`config.mk`:
```
export PLATFORM = sky130hd
export DESIGN_NAME = alu_seq_core_flat
export DESIGN_NICKNAME = d
export VERILOG_FILES = /design/src/rtl/alu_seq_core_if.sv /design/src/rtl/alu_seq_core.sv /design/src/flat_wrapper.sv
export SDC_FILE = /design/constraint.sdc
export NUM_CORES = 1
export LEC_CHECK = 0
export BUFFER_PORTS_ARGS = -buffer_cell sky130_fd_sc_hd__buf_4
export CORE_MARGIN = 1
export CORE_UTILIZATION = 60
export DETAILED_ROUTE_END_ITERATION = 8
export PLACE_DENSITY = 0.83
export SYNTH_ARGS = -nofsm -noshare
export SYNTH_HDL_FRONTEND = slang
export SYNTH_SLANG_ARGS = --single-unit
```
`constraint.sdc`:
```
create_clock -name clk_i -period 8.4 [get_ports clk_i]
set_clock_uncertainty 0.2 [all_clocks]
set_input_delay 1.68 -clock clk_i [delete_from_list [all_inputs] [get_ports clk_i]]
set_output_delay 1.68 -clock clk_i [all_outputs]
set_load 0.02 [all_outputs]
```
`src/rtl/alu_seq_core_if.sv`:
```
// alu_seq_core_if: request/result bundle between the operand register file, the ALU core and writeback.
// Request side: in_valid, in_ready, a, b, alu_fun.
// Result side:  out_valid, out_ready, alu_out, alu_hi, carry/arith/logic/cmp/shift/zero/div0 flags.
// master: the requester/consumer (drives operands and out_ready); slave: the core.
interface alu_seq_core_if #(parameter int WIDTH = 16);
   logic             in_valid;
   logic             in_ready;
   logic [WIDTH-1:0] a;
   logic [WIDTH-1:0] b;
   logic [3:0]       alu_fun;
   logic             out_valid;
   logic             out_ready;
   logic [WIDTH-1:0] alu_out;
   logic [WIDTH-1:0] alu_hi;
   logic             carry_flag;
   logic             arith_flag;
   logic             logic_flag;
   logic             cmp_flag;
   logic             shift_flag;
   logic             zero_flag;
   logic             div0_flag;
   modport master (
      output in_valid, a, b, alu_fun, out_ready,
      input  in_ready, out_valid, alu_out, alu_hi,
      input  carry_flag, arith_flag, logic_flag, cmp_flag, shift_flag, zero_flag, div0_flag
   );
   modport slave (
      input  in_valid, a, b, alu_fun, out_ready,
      output in_ready, out_valid, alu_out, alu_hi,
      output carry_flag, arith_flag, logic_flag, cmp_flag, shift_flag, zero_flag, div0_flag
   );
endinterface

```
`src/rtl/alu_seq_core.sv`:
```
// alu_seq_core: handshaked WIDTH-bit ALU with sequential shift-add multiply and restoring divide.
// Ports:
//   clk_i  - clock, all state updates on the rising edge
//   rst_ni - asynchronous active-low reset
//   bus    - alu_seq_core_if.slave: operand request (valid/ready, a, b, alu_fun) and
//            registered result (valid/ready, alu_out, alu_hi, class/zero/div0 flags)
module alu_seq_core #(
   parameter int WIDTH = 16
) (
   input logic          clk_i,
   input logic          rst_ni,
   alu_seq_core_if.slave bus
);
   localparam int SW = $clog2(WIDTH);
   typedef enum logic [1:0] {IDLE, BUSY, DONE} state_e;
   typedef struct packed {
      logic carry;
      logic arith;
      logic lgc;
      logic cmp;
      logic shift;
      logic zero;
      logic div0;
   } flags_t;
   state_e           state_q, state_d;
   logic [WIDTH-1:0] b_q, b_d;
   logic [3:0]       fun_q, fun_d;
   logic [SW-1:0]    cnt_q, cnt_d;
   logic [WIDTH-1:0] hi_q, hi_d;
   logic [WIDTH-1:0] lo_q, lo_d;
   logic [WIDTH-1:0] res_q, res_d;
   logic [WIDTH-1:0] rhi_q, rhi_d;
   flags_t           flg_q, flg_d;
   logic [WIDTH:0]   sum_w, dif_w, madd_w, dsh_w, dsub_w;
   logic [SW-1:0]    sh_w;
   logic [SW:0]      rs_w;
   logic [WIDTH-1:0] sc_res, sc_hi, it_hi, it_lo;
   flags_t           sc_flg;
   logic             is_seq;
   // Single-cycle result, computed straight from the operands presented at accept.
   always_comb begin
      sh_w   = bus.b[SW-1:0];
      rs_w   = (SW+1)'(WIDTH) - {1'b0, sh_w};
      sum_w  = {1'b0, bus.a} + {1'b0, bus.b};
      dif_w  = {1'b0, bus.a} - {1'b0, bus.b};
      is_seq = (bus.alu_fun == 4'h2) || (bus.alu_fun == 4'h3 && bus.b != '0);
      sc_res = '0;
      sc_hi  = '0;
      sc_flg = '0;
      case (bus.alu_fun)
         4'h0: begin sc_res = sum_w[WIDTH-1:0]; sc_flg.carry = sum_w[WIDTH]; sc_flg.arith = 1'b1; end
         4'h1: begin sc_res = dif_w[WIDTH-1:0]; sc_flg.carry = dif_w[WIDTH]; sc_flg.arith = 1'b1; end
         4'h2: sc_flg.arith = 1'b1;
         4'h3: begin sc_res = '1; sc_hi = bus.a; sc_flg.arith = 1'b1; sc_flg.div0 = 1'b1; end
         4'h4: begin sc_res = bus.a & bus.b; sc_flg.lgc = 1'b1; end
         4'h5: begin sc_res = bus.a | bus.b; sc_flg.lgc = 1'b1; end
         4'h6: begin sc_res = ~(bus.a & bus.b); sc_flg.lgc = 1'b1; end
         4'h7: begin sc_res = ~(bus.a | bus.b); sc_flg.lgc = 1'b1; end
         4'h8: begin sc_res = bus.a ^ bus.b; sc_flg.lgc = 1'b1; end
         4'h9: begin sc_res = ~(bus.a ^ bus.b); sc_flg.lgc = 1'b1; end
         4'hA: begin sc_res = (bus.a == bus.b) ? WIDTH'(1) : '0; sc_flg.cmp = 1'b1; end
         4'hB: begin sc_res = (bus.a > bus.b) ? WIDTH'(2) : '0; sc_flg.cmp = 1'b1; end
         4'hC: begin sc_res = (bus.a < bus.b) ? WIDTH'(3) : '0; sc_flg.cmp = 1'b1; end
         4'hD: begin sc_res = bus.a >> sh_w; sc_flg.shift = 1'b1; end
         4'hE: begin sc_res = bus.a << sh_w; sc_flg.shift = 1'b1; end
         // A zero amount makes rs_w == WIDTH, so the right-hand term vanishes.
         default: begin sc_res = (bus.a << sh_w) | (bus.a >> rs_w); sc_flg.shift = 1'b1; end
      endcase
      sc_flg.zero = (sc_res == '0);
   end
   // One multiply/divide iteration. Multiply: hi accumulates, lo holds the shifting multiplier
   // and collects product bits. Divide: hi is the partial remainder, lo shifts dividend bits out
   // and quotient bits in.
   always_comb begin
      madd_w = {1'b0, hi_q} + (lo_q[0] ? {1'b0, b_q} : '0);
      dsh_w  = {hi_q, lo_q[WIDTH-1]};
      dsub_w = dsh_w - {1'b0, b_q};
      it_hi  = (fun_q == 4'h2) ? madd_w[WIDTH:1]
             : (dsub_w[WIDTH] ? dsh_w[WIDTH-1:0] : dsub_w[WIDTH-1:0]);
      it_lo  = (fun_q == 4'h2) ? {madd_w[0], lo_q[WIDTH-1:1]}
             : {lo_q[WIDTH-2:0], ~dsub_w[WIDTH]};
   end
   always_comb begin
      state_d = state_q;
      b_d     = b_q;
      fun_d   = fun_q;
      cnt_d   = cnt_q;
      hi_d    = hi_q;
      lo_d    = lo_q;
      res_d   = res_q;
      rhi_d   = rhi_q;
      flg_d   = flg_q;
      case (state_q)
         IDLE: if (bus.in_valid) begin
            b_d   = bus.b;
            fun_d = bus.alu_fun;
            hi_d  = '0;
            lo_d  = bus.a;
            cnt_d = '0;
            if (is_seq) state_d = BUSY;
            else begin
               state_d = DONE;
               res_d   = sc_res;
               rhi_d   = sc_hi;
               flg_d   = sc_flg;
            end
         end
         BUSY: begin
            hi_d  = it_hi;
            lo_d  = it_lo;
            cnt_d = cnt_q + 1'b1;
            if (cnt_q == SW'(WIDTH-1)) begin
               state_d     = DONE;
               res_d       = it_lo;
               rhi_d       = it_hi;
               flg_d       = '0;
               flg_d.arith = 1'b1;
               flg_d.carry = (fun_q == 4'h2) && (it_hi != '0);
               flg_d.zero  = (it_lo == '0);
            end
         end
         DONE: if (bus.out_ready) state_d = IDLE;
         default: state_d = IDLE;
      endcase
   end
   always_ff @(posedge clk_i or negedge rst_ni)
      if (!rst_ni) begin
         state_q <= IDLE;
         b_q     <= '0;
         fun_q   <= '0;
         cnt_q   <= '0;
         hi_q    <= '0;
         lo_q    <= '0;
         res_q   <= '0;
         rhi_q   <= '0;
         flg_q   <= '0;
      end else begin
         state_q <= state_d;
         b_q     <= b_d;
         fun_q   <= fun_d;
         cnt_q   <= cnt_d;
         hi_q    <= hi_d;
         lo_q    <= lo_d;
         res_q   <= res_d;
         rhi_q   <= rhi_d;
         flg_q   <= flg_d;
      end
   assign bus.in_ready   = (state_q == IDLE);
   assign bus.out_valid  = (state_q == DONE);
   assign bus.alu_out    = res_q;
   assign bus.alu_hi     = rhi_q;
   assign bus.carry_flag = flg_q.carry;
   assign bus.arith_flag = flg_q.arith;
   assign bus.logic_flag = flg_q.lgc;
   assign bus.cmp_flag   = flg_q.cmp;
   assign bus.shift_flag = flg_q.shift;
   assign bus.zero_flag  = flg_q.zero;
   assign bus.div0_flag  = flg_q.div0;
endmodule

```
`src/flat_wrapper.sv`:
```
// flat-port wrapper written by rule: the top's interface ports become plain ports
module alu_seq_core_flat 
#(
   parameter int WIDTH = 16
)
  (clk_i, rst_ni, bus_in_valid, bus_a, bus_b, bus_alu_fun, bus_out_ready, bus_in_ready, bus_out_valid, bus_alu_out, bus_alu_hi, bus_carry_flag, bus_arith_flag, bus_logic_flag, bus_cmp_flag, bus_shift_flag, bus_zero_flag, bus_div0_flag);
  alu_seq_core_if #(.WIDTH(WIDTH)) bus_i ();
  input logic clk_i;
  input logic rst_ni;
  input wire logic [$bits(bus_i.in_valid)-1:0] bus_in_valid;
  input wire logic [$bits(bus_i.a)-1:0] bus_a;
  input wire logic [$bits(bus_i.b)-1:0] bus_b;
  input wire logic [$bits(bus_i.alu_fun)-1:0] bus_alu_fun;
  input wire logic [$bits(bus_i.out_ready)-1:0] bus_out_ready;
  output wire logic [$bits(bus_i.in_ready)-1:0] bus_in_ready;
  output wire logic [$bits(bus_i.out_valid)-1:0] bus_out_valid;
  output wire logic [$bits(bus_i.alu_out)-1:0] bus_alu_out;
  output wire logic [$bits(bus_i.alu_hi)-1:0] bus_alu_hi;
  output wire logic [$bits(bus_i.carry_flag)-1:0] bus_carry_flag;
  output wire logic [$bits(bus_i.arith_flag)-1:0] bus_arith_flag;
  output wire logic [$bits(bus_i.logic_flag)-1:0] bus_logic_flag;
  output wire logic [$bits(bus_i.cmp_flag)-1:0] bus_cmp_flag;
  output wire logic [$bits(bus_i.shift_flag)-1:0] bus_shift_flag;
  output wire logic [$bits(bus_i.zero_flag)-1:0] bus_zero_flag;
  output wire logic [$bits(bus_i.div0_flag)-1:0] bus_div0_flag;
  assign bus_i.in_valid = bus_in_valid;
  assign bus_i.a = bus_a;
  assign bus_i.b = bus_b;
  assign bus_i.alu_fun = bus_alu_fun;
  assign bus_i.out_ready = bus_out_ready;
  assign bus_in_ready = bus_i.in_ready;
  assign bus_out_valid = bus_i.out_valid;
  assign bus_alu_out = bus_i.alu_out;
  assign bus_alu_hi = bus_i.alu_hi;
  assign bus_carry_flag = bus_i.carry_flag;
  assign bus_arith_flag = bus_i.arith_flag;
  assign bus_logic_flag = bus_i.logic_flag;
  assign bus_cmp_flag = bus_i.cmp_flag;
  assign bus_shift_flag = bus_i.shift_flag;
  assign bus_zero_flag = bus_i.zero_flag;
  assign bus_div0_flag = bus_i.div0_flag;
  alu_seq_core #(.WIDTH(WIDTH)) u_core (.clk_i(clk_i), .rst_ni(rst_ni), .bus(bus_i));
endmodule
```
==> metrics.csv, run 1 <==
metric,value,unit
yosys warns,0,
IO buf count,80,
hpwl dp,33.1,mm
initial antenna violation count,1,
Placement Cell Area,12100,um^2
Starting DRT DRC Count,1675,
Area growth syn-to-layout,7.64,%
WL met3,4.94,mm
shortest period the worst path allows,5940,ps
Main synth FF type,dfrtp_1,
die area,19800,um^2
Worst-Margin Slew,1420,ps
synth top area cells,"dfrtp_1, ha_1, o21ai_0",
largest net degree at the start of global routing,79,
critical path data required time,8430,ps
root buffer cell,clkbuf_16,
Placer Congestion,1.02,
CTS tree,done,
RR Startpoint,u_core.lo_q[15],
cts hold-fix bufs,0,
top layer in use,met4,
vias per inst,7.12,
total vias in the final route,12600,
wire length on met2,19.7,mm
post-synthesis cell count,1530,
Nets,1656,
CTS buffer count,9,
hold depth,2,
Final Hold Vio Count,0,
placed insts,1752,
routed len/inst,25.5,um
Top Family by Delay on Critical Path,simple AND/OR/NAND/NOR gates,
Hold WC Path Type,reg2reg,
Post-route DRC,0,
fin crit share,70.8,%
first-pass GRT wire length,68.9,mm
Initial Util,61.5,%
most frequent CP cell,buf_4,
Overall Global Routing Usage,45.8,%
Reg2Reg Setup Slack,4300,ps
H-tree levels,3,
final WL,45.2,mm
crit-path max cell delay,520,ps
Die Ht,141,um
TNS Setup,0,ps
Yosys top cell by area,dfrtp_1,
dominant cell by count in the synthesized netlist,nand2_1,
top cell type's share of synthesized area,21.0,%
IO Pins,81,
arrival time at the worst endpoint,5970,ps
ANT nets after route,0,
Clock Sinks,97,
Finished Layout Cells,1770,
number of synthesized flops with an enable pin,0,
P_leak,5.49,nW
final instance area,12400,um^2
Core Footprint,18800,um^2
Hold EP,u_core.bus.alu_hi[13],
syn_nets,1657,
crit path cell chain,buf_4 -> inv_1 -> buf_4 -> ha_1 -> inv_2 -> nor4_1 -> nand4_1 -> and4b_1 -> or3_2 -> buf_4 -> a211oi_1 -> nand2b_1 -> nor4_1 -> a31oi_1,
Setup crit start kind,input pin,
crit path max-delay cell type,a211oi_1,
width of the die,141,um
# Max-Cap Violations,1,
ys async rst share,100,%
synthesized cell area,11500,um^2
layout cells sized above 1,11.3,%
Synth top cells by count,"nand2_1, o21ai_0, nor2_1",
Final Setup Violations,0,
PostCTS Resize Cnt,0,
cell row count,50,
Peak VDD IR,0.000116,V
Worst Setup Path Type,in2reg,
unrepaired setup endpoints after global routing,no,
Final Max Tran Viols,0,
min-delay src,u_core.bus.alu_hi[13],
vias in the first global route,11800,
fmax,0.168,GHz
"Clk Latency, worst-skew pair",360,ps
router iterations before antenna repair,6,
outcome,"finished, violations left",
CTS Buffer Depth,2,
sequential cell area fraction in the yosys report,21.0,%
reg-to-reg endpoint,u_core.bus.carry_flag,
power per cell area,196,nW/um^2
CP Capture Type,flop,
M1 wire length,17.1,mm
worst r2r path cells,15,
Max Fanout on Critical Path,78,
relative slew slack,3.03,%
syn avg cell area,7.55,um^2
failing checks,max-capacitance violations,
Synth cell types,93,
clock-pin slew on the worst setup and hold paths,80,ps
postcts setup bufs,0,
GRT overflow,0,
CP Buf/Inv Count,5,
register bit total from synthesis,97,
per-layer routing:
layer | GRT usage, % | up-vias
met2 | 70.9 | 878
met3 | 9.10 | 224
met5 | 0 | -
met4 | 32.8 | 0
li1 | - | 5596
met1 | 57.1 | 5900
worst min-delay path: cells and delay by family (launching register included):
kind | cells | cell delay [ps]
AOI/OAI and AO/OA | 1 | 60
DFF | 1 | 350
and+or+nand+nor | 1 | 40
placed cells by master, fill, tap and decap left out, types with 10 or more instances in the layout:
cell        n
a21o_1     26
nand3_1    37
ha_1       83
o211ai_1   18
nor2b_1    22
inv_1      69
nor3_1     33
o22ai_1    16
mux2_2     21
xnor2_1    25
dfrtp_1    97
o31ai_1    10
mux2i_1    35
nand2b_1   21
xor2_1     19
a21oi_1   107
nor2_1    129
o21ai_0   147
nand2_1   188
a31oi_1    19
a22o_1     13
buf_4      94
mux4_2     12
o21a_1     11
a211oi_1   23
a22oi_1    19
nor4_1     11
and2_1     25
o21bai_1   10
power breakdown:
part           switching (W)  internal (W)
registers           0.000127      0.000599
clock network       0.000199      0.000216
logic               0.000807      0.000489
layout make-up:
class | instances | area [um^2]
diodes | 2 | 5.00
well taps | 234 | 293
repair buffers | 94 | 706
multi-input cells | 1252 | 8420
inverters | 75 | 282
clock inverters | 6 | 60.1
flip-flops and latches | 97 | 2430
fillers | 1624 | 6340
clock buffers | 10 | 239
flip-flops by register name, summed over array words and instances, names as in the netlist:
name / count
u_core.bus.logic_flag: 1
u_core.state_q: 2
u_core.bus.shift_flag: 1
u_core.fun_q: 4
u_core.bus.carry_flag: 1
u_core.bus.zero_flag: 1
u_core.bus.cmp_flag: 1
u_core.bus.alu_out: 16
u_core.bus.alu_hi: 16
u_core.b_q: 16
u_core.bus.div0_flag: 1
u_core.cnt_q: 4
u_core.hi_q: 16
u_core.bus.arith_flag: 1
u_core.lo_q: 16
worst max-delay path by stage:
stage	from	endpoint	cells after the start
after floorplan	bus_b[1]	u_core.bus.zero_flag	15
after global placement	bus_b[1]	u_core.bus.zero_flag	15
after detailed placement	bus_b[1]	u_core.bus.zero_flag	15
after CTS	bus_b[1]	u_core.bus.zero_flag	15
after global routing	bus_b[0]	u_core.bus.zero_flag	13
final	bus_b[1]	u_core.bus.carry_flag	14
metrics by stage:
stage                     setup WS [ps]  util (%)  hold WS (ps)  power (W)
after floorplan                    3490         -           250    0.00156
after global placement             2260      64.6           264    0.00195
after detailed placement           2240      64.6           272    0.00198
after CTS                          2570      66.2           289    0.00240
after global routing               2250      66.2           302    0.00257
final                              2460      66.2           284    0.00244
kinds of logic (layout without fill, tap and decap cells):
kind of cell               Yosys count  after routing  share of synthesized area (%)
and+or+nand+nor                    526            526                           21.3
xor gates and xnor gates            45             45                           3.48
buffers and inverters              181            185                           6.39
AOI/OAI and AO/OA                  517            517                           29.3
adders and majority gates           87             87                           9.69
other                                0              2                              0
DFF                                 97             97                           21.0
muxes                               77             77                           8.81
No activity file was read; power rests on OpenSTA's default activity.
==> inputs of run 2 (changes only) <==
Clock period 8.4 ns to 5.8 ns, I/O delays scaled along.
==> metrics.csv, run 2 (synthesis gave the netlist of run 1 again) <==
metric,value,unit
router iterations before antenna repair,6,
Peak VDD IR,0.000174,V
Starting DRT DRC Count,1484,
postcts setup bufs,0,
H-tree levels,3,
Filler Cells Inserted,1602,
Die Ht,141,um
arrival time at the worst endpoint,4780,ps
min-delay src,u_core.bus.alu_hi[6],
"commonest cells after routing, fill and taps aside","nand2_1, o21ai_0, nor2_1",
critical path data required time,5860,ps
Area growth syn-to-layout,8.91,%
Final Setup Violations,0,
die area,19800,um^2
register area,2430,um^2
TNS Setup,0,ps
PostCTS Resize Cnt,0,
Placement Cell Area,12200,um^2
Total Power,0.00360,W
hold depth,2,
clock-pin slew on the worst setup and hold paths,70,ps
CTS tree,done,
layout cells sized above 1,12.2,%
Initial Util,61.5,%
power per cell area,287,nW/um^2
Placer Congestion,1.10,
IO buf count,80,
vias in the first global route,11600,
RR Startpoint,u_core.lo_q[15],
CTS Buffer Depth,2,
Final Max Tran Viols,0,
first-pass GRT wire length,69.4,mm
"Clk Latency, worst-skew pair",350,ps
Worst-Margin Slew,1110,ps
cts hold-fix bufs,0,
Clock Sinks,97,
pre-CTS setup slack,896,ps
final WL,45.3,mm
Hold EP,u_core.bus.alu_hi[6],
initial antenna violation count,2,
root buffer cell,clkbuf_16,
fin crit share,81.4,%
worst r2r path cells,14,
routed len/inst,25.4,um
Nets,1671,
width of the die,141,um
CP Capture Type,flop,
Max Fanout on Critical Path,32,
cell row count,50,
final instance area,12600,um^2
fmax,0.212,GHz
total vias in the final route,12700,
outcome,completed,
P_leak,5.59,nW
largest net degree at the start of global routing,62,
relative slew slack,25.8,%
IO Pins,81,
reg-to-reg endpoint,u_core.bus.carry_flag,
hpwl dp,33.3,mm
multi-input gate area in the final layout,8420,um^2
ANT nets after route,0,
CTS buffer count,9,
"commonest non-fill, non-tap cell in the layout",nand2_1,
Overall Global Routing Usage,46.0,%
Hold WC Path Type,reg2reg,
Worst Setup Path Type,in2reg,
GRT overflow,0,
setup ws final,1080,ps
Post-route DRC,0,
Setup crit start kind,input pin,
Core Footprint,18800,um^2
unrepaired setup endpoints after global routing,no,
vias per inst,7.09,
shortest period the worst path allows,4720,ps
Final Hold Vio Count,0,
# Max-Cap Violations,0,
Reg2Reg Setup Slack,1720,ps
-- run 2: changes by cell type in the layout (fill, tap and decap cells not counted), sizes merged --
| cell | previous run | this run |
|---|---|---|
| buf | 94 | 109 |
| bufinv | 0 | 2 |
| clkbuf | 10 | 9 |
| clkinv | 4 | 5 |
| clkinvlp | 2 | 0 |
| diode | 2 | 1 |
-- run 2: cell type report --
type,instances,share of cell area (%)
antenna,1,0.0199
clock buffer,9,1.79
clock inverter,7,0.876
inverter,75,2.24
multi-input combinational,1252,66.9
sequential,97,19.3
tap,234,2.33
timing repair buffer,109,6.51
-- run 2: worst max-delay path by stage --
| stage | start | end | cells past startpoint |
|---|---|---|---|
| CTS | bus_b[0] | u_core.bus.zero_flag | 12 |
| finish | bus_b[3] | u_core.bus.alu_out[6] | 13 |
| global placement | bus_b[3] | u_core.bus.alu_out[6] | 13 |
| global route | bus_b[0] | u_core.bus.zero_flag | 14 |
| detailed placement | bus_b[0] | u_core.bus.zero_flag | 14 |
| floorplan | bus_b[1] | u_core.bus.zero_flag | 15 |
-- run 2: stage by stage --
step	std cells	hold slack, ps	utilization (%)
floorplan	1530	250	-
detailed placement	1767	271	65.2
global route	1783	319	67.0
finish	1784	284	67.0
global placement	1767	262	65.2
CTS	1783	286	67.0
-- run 2: routing by layer --
| metal | track usage [%] | share of wire [%] | vias to the layer above |
|---|---|---|---|
| met1 | 58.0 | 38 | 5976 |
| li1 | - | - | 5622 |
| met3 | 10.5 | 11 | 204 |
| met2 | 69.3 | 43 | 849 |
| met5 | 0 | 0.037 | - |
| met4 | 33.5 | 7.8 | 2 |
-- run 2: power breakdown --
group | switching, W | internal, W | leakage, nW
combinational | 0.00117 | 0.000719 | 4.17
sequential | 0.000184 | 0.000867 | 1.25
clock | 0.000280 | 0.000387 | 0.165
-- run 2: critical path: stages --
cell      delay [ps]
buf_4            340
clkinv_1         260
ha_1             470
nor2_1           230
o21ai_0          120
a21oi_1          360
o21ai_0          140
a22oi_1          530
nor4_1           130
o311ai_0         600
buf_4            220
nand2_1           40
o21ai_0          160
